### src/rtl/uart_tx_fifo.sv
// Byte FIFO in front of a uart_tx: buffers pushed characters and launches
// them one at a time, waiting for the transmitter to go busy and then idle.
module uart_tx_fifo #(
   parameter int unsigned WORD_WIDTH = 8,
   parameter int unsigned DEPTH      = 16
) (
   input  logic                    clock,
   input  logic                    rst,
   input  logic                    clear,
   input  logic                    wr_en,
   input  logic [WORD_WIDTH-1:0]   wr_data,
   output logic                    full,
   output logic                    empty,
   output logic [$clog2(DEPTH):0]  count,
   output logic                    overflow,
   input  logic                    tx_ready,
   output logic                    tx_data_valid,
   output logic [WORD_WIDTH-1:0]   tx_data_in
);

   localparam int unsigned AW      = $clog2(DEPTH);
   localparam int unsigned CW      = AW + 1;
   localparam int unsigned TW      = 2;
   localparam int unsigned TIMEOUT = 4;

   localparam logic [1:0] S_IDLE      = 2'd0;
   localparam logic [1:0] S_LAUNCH    = 2'd1;
   localparam logic [1:0] S_WAIT_BUSY = 2'd2;
   localparam logic [1:0] S_WAIT_DONE = 2'd3;

   logic [WORD_WIDTH-1:0] mem_q [DEPTH];

   logic [AW-1:0]         wr_ptr_q, wr_ptr_d;
   logic [AW-1:0]         rd_ptr_q, rd_ptr_d;
   logic [CW-1:0]         count_q, count_d;
   logic                  overflow_q, overflow_d;
   logic                  full_q, empty_q;
   logic [1:0]            state_q, state_d;
   logic [TW-1:0]         tmo_q, tmo_d;
   logic                  valid_q, valid_d;
   logic [WORD_WIDTH-1:0] data_q, data_d;
   logic                  push, pop, drop, mem_we;

   // Next-state logic for the buffer and the drain FSM; clear overrides all.
   always_comb begin
      state_d    = state_q;
      tmo_d      = tmo_q;
      valid_d    = 1'b0;
      data_d     = data_q;
      pop        = (state_q == S_LAUNCH) && !empty_q;
      push       = wr_en && (!full_q || pop);
      drop       = wr_en && full_q && !pop;
      mem_we     = push && !clear;
      wr_ptr_d   = push ? wr_ptr_q + AW'(1) : wr_ptr_q;
      rd_ptr_d   = pop  ? rd_ptr_q + AW'(1) : rd_ptr_q;
      count_d    = count_q + CW'(push) - CW'(pop);
      overflow_d = overflow_q | drop;

      case (state_q)
         S_IDLE: begin
            if (!empty_q && tx_ready) begin
               state_d = S_LAUNCH;
               valid_d = 1'b1;
               data_d  = mem_q[rd_ptr_q];
            end
         end
         S_LAUNCH: begin
            state_d = S_WAIT_BUSY;
            tmo_d   = '0;
         end
         S_WAIT_BUSY: begin
            // A launch the transmitter never took must not hang the drain.
            if (!tx_ready)                        state_d = S_WAIT_DONE;
            else if (tmo_q == TW'(TIMEOUT - 1))   state_d = S_IDLE;
            else                                  tmo_d   = tmo_q + TW'(1);
         end
         S_WAIT_DONE: begin
            if (tx_ready) state_d = S_IDLE;
         end
         default: state_d = S_IDLE;
      endcase

      if (clear) begin
         wr_ptr_d   = '0;
         rd_ptr_d   = '0;
         count_d    = '0;
         overflow_d = 1'b0;
         state_d    = S_IDLE;
         valid_d    = 1'b0;
      end
   end

   always_ff @(posedge clock or posedge rst) begin
      if (rst) begin
         wr_ptr_q   <= '0;
         rd_ptr_q   <= '0;
         count_q    <= '0;
         overflow_q <= 1'b0;
         full_q     <= 1'b0;
         empty_q    <= 1'b1;
         state_q    <= S_IDLE;
         tmo_q      <= '0;
         valid_q    <= 1'b0;
         data_q     <= '0;
      end else begin
         wr_ptr_q   <= wr_ptr_d;
         rd_ptr_q   <= rd_ptr_d;
         count_q    <= count_d;
         overflow_q <= overflow_d;
         full_q     <= (count_d == CW'(DEPTH));
         empty_q    <= (count_d == '0);
         state_q    <= state_d;
         tmo_q      <= tmo_d;
         valid_q    <= valid_d;
         data_q     <= data_d;
      end
   end

   // Storage has no reset; occupancy is tracked by the pointers and count.
   always_ff @(posedge clock) begin
      if (mem_we) mem_q[wr_ptr_q] <= wr_data;
   end

   assign full          = full_q;
   assign empty         = empty_q;
   assign count         = count_q;
   assign overflow      = overflow_q;
   assign tx_data_valid = valid_q;
   assign tx_data_in    = data_q;

endmodule

### config.mk
export PLATFORM = sky130hd
export DESIGN_NAME = uart_tx_fifo
export DESIGN_NICKNAME = d
export VERILOG_FILES = /design/src/rtl/uart_tx_fifo.sv
export SDC_FILE = /design/constraint.sdc
export NUM_CORES = 1
export LEC_CHECK = 0
export CORE_UTILIZATION = 30
export CTS_CLUSTER_DIAMETER = 120
export DETAILED_ROUTE_END_ITERATION = 16
export SLEW_MARGIN = 15
export SYNTH_ARGS = -nofsm -noshare
export SYNTH_HDL_FRONTEND = slang
export SYNTH_SLANG_ARGS = --single-unit
export TNS_END_PERCENT = 30
### constraint.sdc
create_clock -name clock -period 6.65 [get_ports clock]
set_input_delay 0.665 -clock clock [delete_from_list [all_inputs] [get_ports clock]]
set_output_delay 0.665 -clock clock [all_outputs]
set_load 0.03 [all_outputs]
Yosys cells after proc, flatten, opt, wreduce, memory -nomap -nowiden
Memory sizes are Yosys's and may differ from the RTL's. A register that Yosys moved wholly into a read port is not among the register bits.
Index checks and enable logic that the tools add are counted.
{"block": "word_totals", "mem_bits_ro": 0, "latch_bits": 0, "elab_cells": 65, "memories": 1, "in_bits": 13, "output_inout_bits": 17, "regBits": 21, "mem_bits_rw": 128}
{"memory": "mem_q", "depth": 16, "word_bits": 8, "read_ports": 1, "rd_clocked_by_memory_dff": 1, "write_ports": 1, "line": "31", "rtl": "logic [WORD_WIDTH-1:0] mem_q [DEPTH];"}
{"block": "classes", "n_reduce_logical": 19, "n_bitwise": 1, "multipliers": 0, "add_sub_neg": 5, "n_eq_ne": 10, "n_lt_le_gt_ge": 0, "n_shift": 0, "div": 0, "n_mux": 20}
{"op": "$mux 4", "count": 4}
{"op": "$mux 2", "count": 7}
{"op": "$add 4x1->4 const B", "count": 2}
{"op": "$pmux 2 s4", "count": 1}
{"op": "$eq 2x2->1 const B", "count": 3}
{"op": "$logic_and 1x1->1", "count": 6}
{"op": "$mux 1", "count": 6}
{"op": "$ne 3x3->1 const B", "count": 2}
{"op": "$reduce_and 3->1", "count": 2}
{"op": "$reduce_bool 2->1", "count": 3}
{"op": "$add 5x1->5", "count": 1}
{"op": "$eq 5x5->1 const B", "count": 1}
{"op": "$logic_not 5->1", "count": 1}
{"op": "$mux 5", "count": 1}
{"op": "$sub 5x1->5", "count": 1}
{"op": "$logic_not 1->1", "count": 4}
{"op": "$ne 2x2->1 const B", "count": 2}
{"op": "$ne 4x4->1 const B", "count": 1}
{"op": "$pmux 2 s2", "count": 1}
{"op": "$add 2x1->2 const B", "count": 1}
{"op": "$eq 2x1->1 const B", "count": 1}
{"op": "$logic_not 2->1", "count": 1}
{"op": "$reduce_and 2->1", "count": 1}
{"op": "$logic_or 1x1->1", "count": 1}
{"op": "$or 1x1->1", "count": 1}

Depth between registers and ports, before layout
Gate-level depths: netlist of the first run.
{"block": "depth", "depth_word": 8, "depth_mapped": 12, "mapped_depth_nobuf": 12}

Worst setup path before layout of the first run
OpenSTA, ideal clock, no wires.
{"block": "synth_path", "path_type": "register to register", "from": "register empty_q (netlist: empty)", "to": "register full_q (netlist: full)", "slack_ps": 3536, "path_buffers": 0, "required_time_ps": 6525, "stages_incl_launch_ff": 12, "synth_period_minus_slack_ps": 3114, "setup_ps": 125, "arrival_ps": 2988, "cell_sequence": "dfstp_2 -> or3b_2 -> clkinv_1 -> o21ai_2 -> ha_1 -> inv_1 -> ha_1 -> inv_1 -> fa_1 -> xnor2_1 -> or3b_2 -> a2111oi_0"}
{"block": "synth_between", "elab_chain_len": 8}
{"item": "from (decl)", "line": "37", "rtl": "logic full_q, empty_q;"}
{"item": "from (signal assigned)", "line": "111", "rtl": "empty_q <= (count_d == '0);"}
{"item": "$logic_not 1->1 (*)", "line": "50", "rtl": "pop = (state_q == S_LAUNCH) && !empty_q;"}
{"item": "$logic_and 1x1->1 (*)", "line": "50"}
{"item": "$logic_or 1x1->1", "line": "51", "rtl": "push = wr_en && (!full_q || pop);"}
{"item": "$logic_and 1x1->1", "line": "51"}
{"item": "$add 5x1->5", "line": "56", "rtl": "count_d = count_q + CW'(push) - CW'(pop);"}
{"item": "$sub 5x1->5 (*)", "line": "56"}
{"item": "$mux 5 (*)", "line": "83", "rtl": "if (clear) begin"}
{"item": "$eq 5x5->1 (*)", "line": "110", "rtl": "full_q <= (count_d == CW'(DEPTH));"}
{"item": "to (signal assigned)", "line": "110"}
{"item": "to (decl)", "line": "37"}
Mark *: on every way between the ends. The rest lies on a longest branch, timed or not.
A chain may end at the register's enable or synchronous reset.

Final worst setup path of the first run
{"block": "layout_path", "from": "register state_q[1]", "to": "register full_q (netlist: full)"}
{"block": "layout_between", "elab_chain_len": 8}
{"item": "from (decl)", "line": "38", "rtl": "logic [1:0] state_q, state_d;"}
{"item": "from (signal assigned)", "line": "112", "rtl": "state_q <= state_d;"}
{"item": "$eq 2x1->1 (*)", "line": "50"}
{"item": "$logic_and 1x1->1 (*)", "line": "50"}
{"item": "$logic_or 1x1->1", "line": "51"}
{"item": "$logic_and 1x1->1", "line": "51"}
{"item": "$add 5x1->5", "line": "56"}
{"item": "$sub 5x1->5 (*)", "line": "56"}
{"item": "$mux 5 (*)", "line": "83"}
{"item": "$eq 5x5->1 (*)", "line": "110"}
Marked as above.

==> out/metrics.json, run 1 <==
{
  "outcome": {"value": "complete, no violations"},
  "setup-violations-final": {"value": 0},
  "maximum_frequency_from_static_timing_analysis": {"value": 294.5, "unit": "MHz"},
  "setup_total_negative_slack": {"value": 0, "unit": "ps"},
  "worst_setup_path_end_kind": {"value": "flop"},
  "chipHeight": {"value": 148.2, "unit": "µm"},
  "syn_to_final_growth": {"value": 17.59, "unit": "%"},
  "rsz_0062_raised_after_global_routing": {"value": "false"},
  "cts_post_setup_buffers_inserted": {"value": 0},
  "layout_cells_sized_above_1": {"value": 18.52, "unit": "%"},
  "io-pin-count": {"value": 30},
  "placement.io_buffers": {"value": 29},
  "worst-endpoint-required": {"value": 6930, "unit": "ps"},
  "min_path_cells": {"value": 2},
  "maxSlewViolCount": {"value": 0},
  "grt_max_degree": {"value": 36},
  "synth_nets": {"value": 383},
  "clk_root_buffer_cell": {"value": "sky130_fd_sc_hd__clkbuf_16"},
  "post-route-min-period": {"value": 3396, "unit": "ps"},
  "global_route.usage.total": {"value": 12.71, "unit": "%"},
  "instance_count_of_the_mapped_netlist": {"value": 358},
  "clockBufferDepth": {"value": 2},
  "timing.final.crit_share": {"value": 51.07, "unit": "%"},
  "syn_area": {"value": 6410, "unit": "µm²"},
  "avgRoutedWirePerCell": {"value": 18.70, "unit": "µm"},
  "dr.first_iter.drc_count": {"value": 185},
  "antenna_violating_nets_post_route": {"value": 0},
  "worst_pin_slew": {"value": 1002, "unit": "ps"},
  "yosysWarningCount": {"value": 0},
  "vdd_drop_max": {"value": 0.1516, "unit": "mV"},
  "post_synth_num_cell_types": {"value": 43},
  "worstHoldEndpoint": {"value": "overflow"},
  "cts.hold.buffers_added": {"value": 0},
  "drcViolationCount": {"value": 0},
  "fp-row-count": {"value": 53},
  "worst-r2r-cell-count": {"value": 11},
  "num_clock_sinks": {"value": 157},
  "post_synth_main_area_contributors": {"value": "sky130_fd_sc_hd__edfxtp_1 (60%), sky130_fd_sc_hd__mux4_2 (12%), sky130_fd_sc_hd__dfrtp_1 (11%)"},
  "design.core.area": {"value": 20960, "unit": "µm²"},
  "synth_enable_flop_cells": {"value": 128},
  "fill_cells": {"value": 1966},
  "antenna_violations_before_repair": {"value": 0},
  "avgSynthCellArea": {"value": 17.90, "unit": "µm²"},
  "crit-reg2reg-launch": {"value": "state_q[1]"},
  "first_global_vias": {"value": 3415},
  "finalHoldWorstSlack": {"value": 506.0, "unit": "ps"},
  "vias_per_cell": {"value": 4.700},
  "dpl_worst_slack": {"value": 2944, "unit": "ps"},
  "grt_overflow": {"value": 0},
  "vias": {"value": 3196},
  "global_route_wire_length_before_repair": {"value": 20.18, "unit": "mm"},
  "route.final.wire_length": {"value": 12.72, "unit": "mm"},
  "final_critical_path_setup_slack": {"value": 3254, "unit": "ps"},
  "maxCapViolCount": {"value": 0},
  "postSynth.asyncResetShare": {"value": 18.47, "unit": "%"},
  "htree_levels": {"value": 4},
  "ys_ff_latch": {"value": 157},
  "floorplan.die.width": {"value": 148.2, "unit": "µm"},
  "critical_path_peak_fanout": {"value": 8},
  "worst_skew_pair.late_latency": {"value": 420, "unit": "ps"},
  "rrSetupSlack": {"value": 3250, "unit": "ps"},
  "tritoncts": {"value": "done"},
  "firstDrtPassIters": {"value": 4},
  "power_per_cell_area": {"value": 340.9, "unit": "nW/µm²"},
  "dieArea": {"value": 21950, "unit": "µm²"},
  "cts-buffers-inserted": {"value": 17},
  "worstSetupStartpointType": {"value": "flop"},
  "layout_commonest_cell": {"value": "sky130_fd_sc_hd__edfxtp_1"},
  "synth_area_leader_cell": {"value": "sky130_fd_sc_hd__edfxtp_1"},
  "share_of_the_yosys_chip_area_belonging_to_registers": {"value": 71.31, "unit": "%"},
  "type_of_the_worst_setup_path": {"value": "reg2reg"},
  "worst_setup_hold_path_clk_slew": {"value": 60, "unit": "ps"},
  "cts-resized-gates": {"value": 0},
  "timing.max_slew.rel_slack": {"value": 32.97, "unit": "%"},
  "dp.final_hpwl": {"value": 7.991, "unit": "mm"},
  "fin_skew": {"value": 10.15, "unit": "ps"},
  "critPathArrivalTime": {"value": 3680, "unit": "ps"},
  "worstHoldPathType": {"value": "reg2reg"},
  "insertedDiodeCount": {"value": 0},
  "mostFrequentLayoutCells": {"value": "sky130_fd_sc_hd__edfxtp_1 (128), sky130_fd_sc_hd__nor2_1 (33), sky130_fd_sc_hd__mux4_2 (33)"},
  "num-nets-final": {"value": 418},
  "routabilityCongestion": {"value": 0.7692},
  "start_util": {"value": 30.59, "unit": "%"},
  "share_of_yosys_cell_area_claimed_by_the_top_area_cell_type": {"value": 59.96, "unit": "%"},
  "power.static_leakage": {"value": 2.498, "unit": "nW"},
  "min_from": {"value": "overflow"},
  "synth_flop_cell": {"value": "sky130_fd_sc_hd__edfxtp_1"},
  "final-hold-violation-count": {"value": 0},
  "critical_path.reg2reg.endpoint": {"value": "full"}
}
[power breakdown]
part	leakage [nW]	internal, mW	switching (mW)
clock	0.256	0.513	0.390
sequential	1.53	1.14	0.0523
combinational	0.710	0.213	0.266
[layer usage]
metal | part of all wire [%] | up-vias | wire length [µm] | GRT usage (%)
met5 | 0 | - | 0 | 0
met4 | 1.0 | 0 | 127 | 4.485
met3 | 3.9 | 10 | 490 | 3.067
met2 | 50 | 68 | 6333 | 21.01
met1 | 45 | 1660 | 5763 | 16.28
li1 | - | 1458 | - | -
[cell usage after synthesis, types with 6 or more instances]
library cell / instances
sky130_fd_sc_hd__edfxtp_1: 128
sky130_fd_sc_hd__mux4_2: 33
sky130_fd_sc_hd__nor2_1: 33
sky130_fd_sc_hd__dfrtp_1: 28
sky130_fd_sc_hd__mux2i_1: 14
sky130_fd_sc_hd__inv_1: 12
sky130_fd_sc_hd__ha_1: 11
sky130_fd_sc_hd__nand2_1: 11
sky130_fd_sc_hd__nor3_1: 9
sky130_fd_sc_hd__a21oi_1: 8
sky130_fd_sc_hd__buf_2: 7
sky130_fd_sc_hd__xor2_1: 6
[cells by family (layout without fill, tap and decap cells)]
family / Yosys count / after routing / share of synthesized area [%]
buffers and inverters: 30 / 77 / 2.362
XOR/XNOR: 10 / 10 / 1.366
adder cells (fa/ha/maj): 12 / 12 / 2.459
multiplexers: 49 / 49 / 14.13
AO/OA/AOI/OAI: 29 / 29 / 3.143
AND/OR/NAND/NOR: 71 / 71 / 5.232
flip-flops: 157 / 157 / 71.31
[through the flow]
stage | instances | cell area [µm²] | power, mW | utilization, %
finish | 680 | 7537 | 2.570 | 35.97
global route | 680 | 7537 | 2.683 | 35.97
CTS | 680 | 7527 | 2.593 | 35.92
detailed placement | 649 | 6982 | 1.689 | 33.32
global placement | 649 | 6972 | 1.679 | 33.27
floorplan | 358 | 6410 | 1.518 | -
[area by class of cell]
type | instances | area [µm²] | area share, %
clock buffers | 18 | 429.2 | 5.694
clock inverters | 13 | 116.4 | 1.544
inverters | 13 | 48.80 | 0.6474
multi-input cells | 171 | 1708 | 22.66
flip-flops and latches | 157 | 4571 | 60.64
well taps | 275 | 344.1 | 4.565
repair buffers | 33 | 320.3 | 4.250
[registers in the layout, summed over array words and instances (netlist names)]
name           cells
empty              1
full               1
tmo_q              2
mem_q            128
tx_data_valid      1
state_q            2
tx_data_in         8
overflow           1
count              5
rd_ptr_q           4
wr_ptr_q           4
[worst max-delay path by stage]
stage	start	to	depth (start not counted)
floorplan	empty	full	11
global placement	clear	mem_q[3][5]	5
detailed placement	clear	mem_q[2][7]	5
CTS	state_q[1]	full	11
global route	state_q[1]	full	11
finish	state_q[1]	full	11
[critical path: stages, from the launching register on]
cell,delay [ps]
sky130_fd_sc_hd__dfrtp_1,450
sky130_fd_sc_hd__or3b_2,550
sky130_fd_sc_hd__clkinv_1,200
sky130_fd_sc_hd__o21ai_2,120
sky130_fd_sc_hd__ha_1,300
sky130_fd_sc_hd__inv_1,60
sky130_fd_sc_hd__ha_1,150
sky130_fd_sc_hd__inv_1,50
sky130_fd_sc_hd__fa_1,390
sky130_fd_sc_hd__xnor2_1,170
sky130_fd_sc_hd__or3b_2,440
sky130_fd_sc_hd__a2111oi_0,380
Note: power is estimated with default switching activity, not from simulation.
==> inputs of run 2 (changes only) <==
==> constraint.sdc (replaced) <==
create_clock -name clock -period 2.9 [get_ports clock]
set_input_delay 0.29 -clock clock [delete_from_list [all_inputs] [get_ports clock]]
set_output_delay 0.29 -clock clock [all_outputs]
set_load 0.03 [all_outputs]
==> out/metrics.json, run 2 (same netlist as run 1, synthesis figures left out) <==
{
  "clockBufferDepth": {"value": 2, "change": "unchanged"},
  "cts-buffers-inserted": {"value": 17, "change": "unchanged"},
  "critPathArrivalTime": {"value": 3150, "unit": "ps", "change": "-530 ps"},
  "num-nets-final": {"value": 448, "change": "+7.2%"},
  "power.clock.fraction": {"value": 33.4, "unit": "%", "change": "-1.8 points"},
  "avgRoutedWirePerCell": {"value": 18.43, "unit": "µm", "change": "-1.4%"},
  "cpMaxStageDelayCell": {"value": "sky130_fd_sc_hd__fa_2"},
  "firstDrtPassIters": {"value": 4, "change": "unchanged"},
  "worst_setup_hold_path_clk_slew": {"value": 60, "unit": "ps", "change": "about the same"},
  "outcome": {"value": "complete, no violations"},
  "setup-violations-final": {"value": 0, "change": "unchanged"},
  "worst-r2r-cell-count": {"value": 10, "change": "-1"},
  "type_of_the_worst_setup_path": {"value": "reg2reg"},
  "cp_num_buf_inv": {"value": 3, "change": "unchanged"},
  "drcViolationCount": {"value": 0, "change": "unchanged"},
  "place_inst": {"value": 675, "change": "+4.0%"},
  "worst_pin_slew": {"value": 1097, "unit": "ps", "change": "+95.21 ps"},
  "grt_max_degree": {"value": 36, "change": "unchanged"},
  "power.share.switching": {"value": 27.84, "unit": "%", "change": "+0.28 points"},
  "worstSetupStartpointType": {"value": "flop"},
  "insertedDiodeCount": {"value": 0, "change": "unchanged"},
  "first_global_vias": {"value": 3509, "change": "+2.8%"},
  "clk_root_buffer_cell": {"value": "sky130_fd_sc_hd__clkbuf_16"},
  "post_layout_nonfiller_instances": {"value": 711, "change": "+4.6%"},
  "worst_setup_path_end_kind": {"value": "flop"},
  "timing.max_slew.rel_slack": {"value": 26.87, "unit": "%", "change": "-6.1 points"},
  "worst-path-stages": {"value": 10, "change": "-1"},
  "vdd_drop_max": {"value": 0.3815, "unit": "mV", "change": "+150%"},
  "layout_cells_sized_above_1": {"value": 24.54, "unit": "%", "change": "+6.0 points"},
  "timing.final.crit_share": {"value": 98.07, "unit": "%", "change": "+47 points"},
  "global_route_wire_length_before_repair": {"value": 20.29, "unit": "mm", "change": "+0.55%"},
  "combPwrFrac": {"value": 20.5, "unit": "%", "change": "+1.9 points"},
  "critical_path_peak_fanout": {"value": 3, "change": "-5"},
  "dr.first_iter.drc_count": {"value": 283, "change": "+53%"},
  "fill_cells": {"value": 1966, "change": "unchanged"},
  "placement.io_buffers": {"value": 29, "change": "unchanged"},
  "tritoncts": {"value": "done"},
  "cpLargestDelayFamily": {"value": "adder cells"},
  "post-route-min-period": {"value": 2844, "unit": "ps", "change": "-552.0 ps"},
  "fp-row-count": {"value": 53, "change": "unchanged"},
  "num_clock_sinks": {"value": 157, "change": "unchanged"},
  "grt_overflow": {"value": 0, "change": "unchanged"},
  "power.static_leakage": {"value": 2.642, "unit": "nW", "change": "+5.8%"},
  "dieArea": {"value": 21950, "unit": "µm²", "change": "unchanged"},
  "crit-reg2reg-launch": {"value": "state_q[1]"},
  "cts.hold.buffers_added": {"value": 0, "change": "unchanged"},
  "global_route.usage.total": {"value": 12.99, "unit": "%", "change": "+0.28 points"},
  "final_critical_path_setup_slack": {"value": 55.93, "unit": "ps", "change": "-3198 ps"},
  "layout_commonest_cell": {"value": "sky130_fd_sc_hd__edfxtp_1"},
  "power_per_cell_area": {"value": 762.0, "unit": "nW/µm²", "change": "+120%"},
  "fin_skew": {"value": 11.75, "unit": "ps", "change": "+1.595 ps"},
  "final_util": {"value": 37.15, "unit": "%", "change": "+1.2 points"},
  "switching_power": {"value": 1.652, "unit": "mW", "change": "+130%"},
  "seq_power_share": {"value": 46.1, "unit": "%", "change": "about the same"},
  "setup_total_negative_slack": {"value": 0, "unit": "ps", "change": "unchanged"},
  "start_util": {"value": 30.59, "unit": "%", "change": "unchanged"},
  "floorplan.die.width": {"value": 148.2, "unit": "µm", "change": "unchanged"},
  "chipHeight": {"value": 148.2, "unit": "µm", "change": "unchanged"},
  "design.core.area": {"value": 20960, "unit": "µm²", "change": "unchanged"},
  "vias_per_cell": {"value": 4.750, "change": "+1.1%"},
  "dpl_worst_slack": {"value": 80.12, "unit": "ps", "change": "-2864 ps"},
  "worst_skew_pair.late_latency": {"value": 420, "unit": "ps", "change": "about the same"},
  "max_stage_delay": {"value": 530, "unit": "ps", "change": "-20 ps"},
  "syn_to_final_growth": {"value": 21.45, "unit": "%"},
  "vias": {"value": 3377, "change": "+5.7%"},
  "crit_path_cell_trace": {"value": "or3b_4, clkinv_4, o21ai_4, ha_1, inv_1, ha_2, inv_1, fa_2, or3b_4, a2111oi_4"},
  "final-hold-violation-count": {"value": 0, "change": "unchanged"},
  "registers.top_by_ff_count": {"value": "mem_q"},
  "critPathLaunch": {"value": "state_q[1]"},
  "antenna_violations_before_repair": {"value": 0, "change": "unchanged"},
  "internal_power": {"value": 4.281, "unit": "mW", "change": "+130%"},
  "worstHoldPathType": {"value": "in2async"},
  "maximum_frequency_from_static_timing_analysis": {"value": 351.6, "unit": "MHz", "change": "+19%"},
  "htree_levels": {"value": 4, "change": "unchanged"},
  "dp.final_hpwl": {"value": 8.429, "unit": "mm", "change": "+5.5%"},
  "maxSlewViolCount": {"value": 0, "change": "unchanged"},
  "antenna_violating_nets_post_route": {"value": 0, "change": "unchanged"},
  "maxCapViolCount": {"value": 0, "change": "unchanged"},
  "largest_register_ff_count": {"value": 128, "change": "unchanged"},
  "mostFrequentLayoutCells": {"value": "sky130_fd_sc_hd__edfxtp_1 (128), sky130_fd_sc_hd__nor2_1 (33), sky130_fd_sc_hd__mux4_2 (33), sky130_fd_sc_hd__buf_4 (33), sky130_fd_sc_hd__clkdlybuf4s50_1 (29)"},
  "routabilityCongestion": {"value": 0.7875, "change": "+2.4%"},
  "route.final.wire_length": {"value": 13.10, "unit": "mm", "change": "+3.1%"},
  "worst-endpoint-required": {"value": 3210, "unit": "ps", "change": "-3720 ps"},
  "io-pin-count": {"value": 30, "change": "unchanged"}
}
run 2: cell count changes in the layout (fill, tap and decap cells not counted), sizes merged:
cell | before | now
buf | 4 | 34
bufinv | 1 | 0
clkbuf | 18 | 21
clkinv | 6 | 4
inv | 15 | 16
run 2: power by group through the flow:
stage / registers [mW] / logic, mW / clock network, mW
6_report: 2.74 / 1.22 / 1.98
4_1_cts: 2.74 / 1.18 / 2.03
2_1_floorplan: 2.92 / 0.602 / 0
3_5_place_dp: 2.78 / 1.17 / 0
5_1_grt: 2.76 / 1.33 / 2.12
3_3_place_gp: 2.77 / 1.14 / 0
run 2: timing repair:
item,4_1_cts,5_1_grt
setup endpoints to repair,0,1
hold endpoints to repair,0,0
resized for setup,0,2
setup buffers,0,4
run 2: layer usage:
layer | global-route usage (%) | part of all wire (%) | wire, µm | vias up
met3 | 4.417 | 5.2 | 687 | 12
met4 | 3.866 | 1.3 | 176 | 0
met2 | 21.13 | 50 | 6532 | 76
met5 | 0 | 0 | 0 | -
li1 | - | - | - | 1521
met1 | 16.38 | 44 | 5706 | 1768
run 2: cell type report:
| cell class | count | area, µm² | share of cell area (%) |
|---|---|---|---|
| sequential | 157 | 4572 | 58.73 |
| clock buffer | 21 | 450.4 | 5.786 |
| inverter | 13 | 53.80 | 0.6911 |
| clock inverter | 11 | 82.58 | 1.061 |
| tap | 275 | 344.1 | 4.420 |
| multi-input combinational | 171 | 1724 | 22.15 |
| timing repair buffer | 63 | 558.0 | 7.168 |
run 2: worst reg2reg max path, delay by kind of cell, from the launching register on:
kind | cells | cell delay (ps)
adder cells (fa/ha/maj) | 3 | 980
flip-flops | 1 | 380
buffers and inverters | 3 | 190
AO/OA/AOI/OAI | 2 | 370
AND/OR/NAND/NOR | 2 | 820
run 2: per-stage QoR:
stage	cell area [µm²]	hold WS (ps)	total power, mW
finish	7785	266.8	5.932
global placement	7207	470.9	3.909
CTS	7740	270.7	5.944
global route	7785	303.2	6.208
floorplan	6436	367.4	3.521
detailed placement	7207	478.1	3.955
run 2: path summary, 6_finish.rpt:
path,endpoint,slack [ps]
max,full,60
min,tx_data_in[0],270
max reg2reg,full,60
min reg2reg,tx_data_in[6],490
max in group asynchronous,empty,2310
min in group clock,tx_data_in[6],490
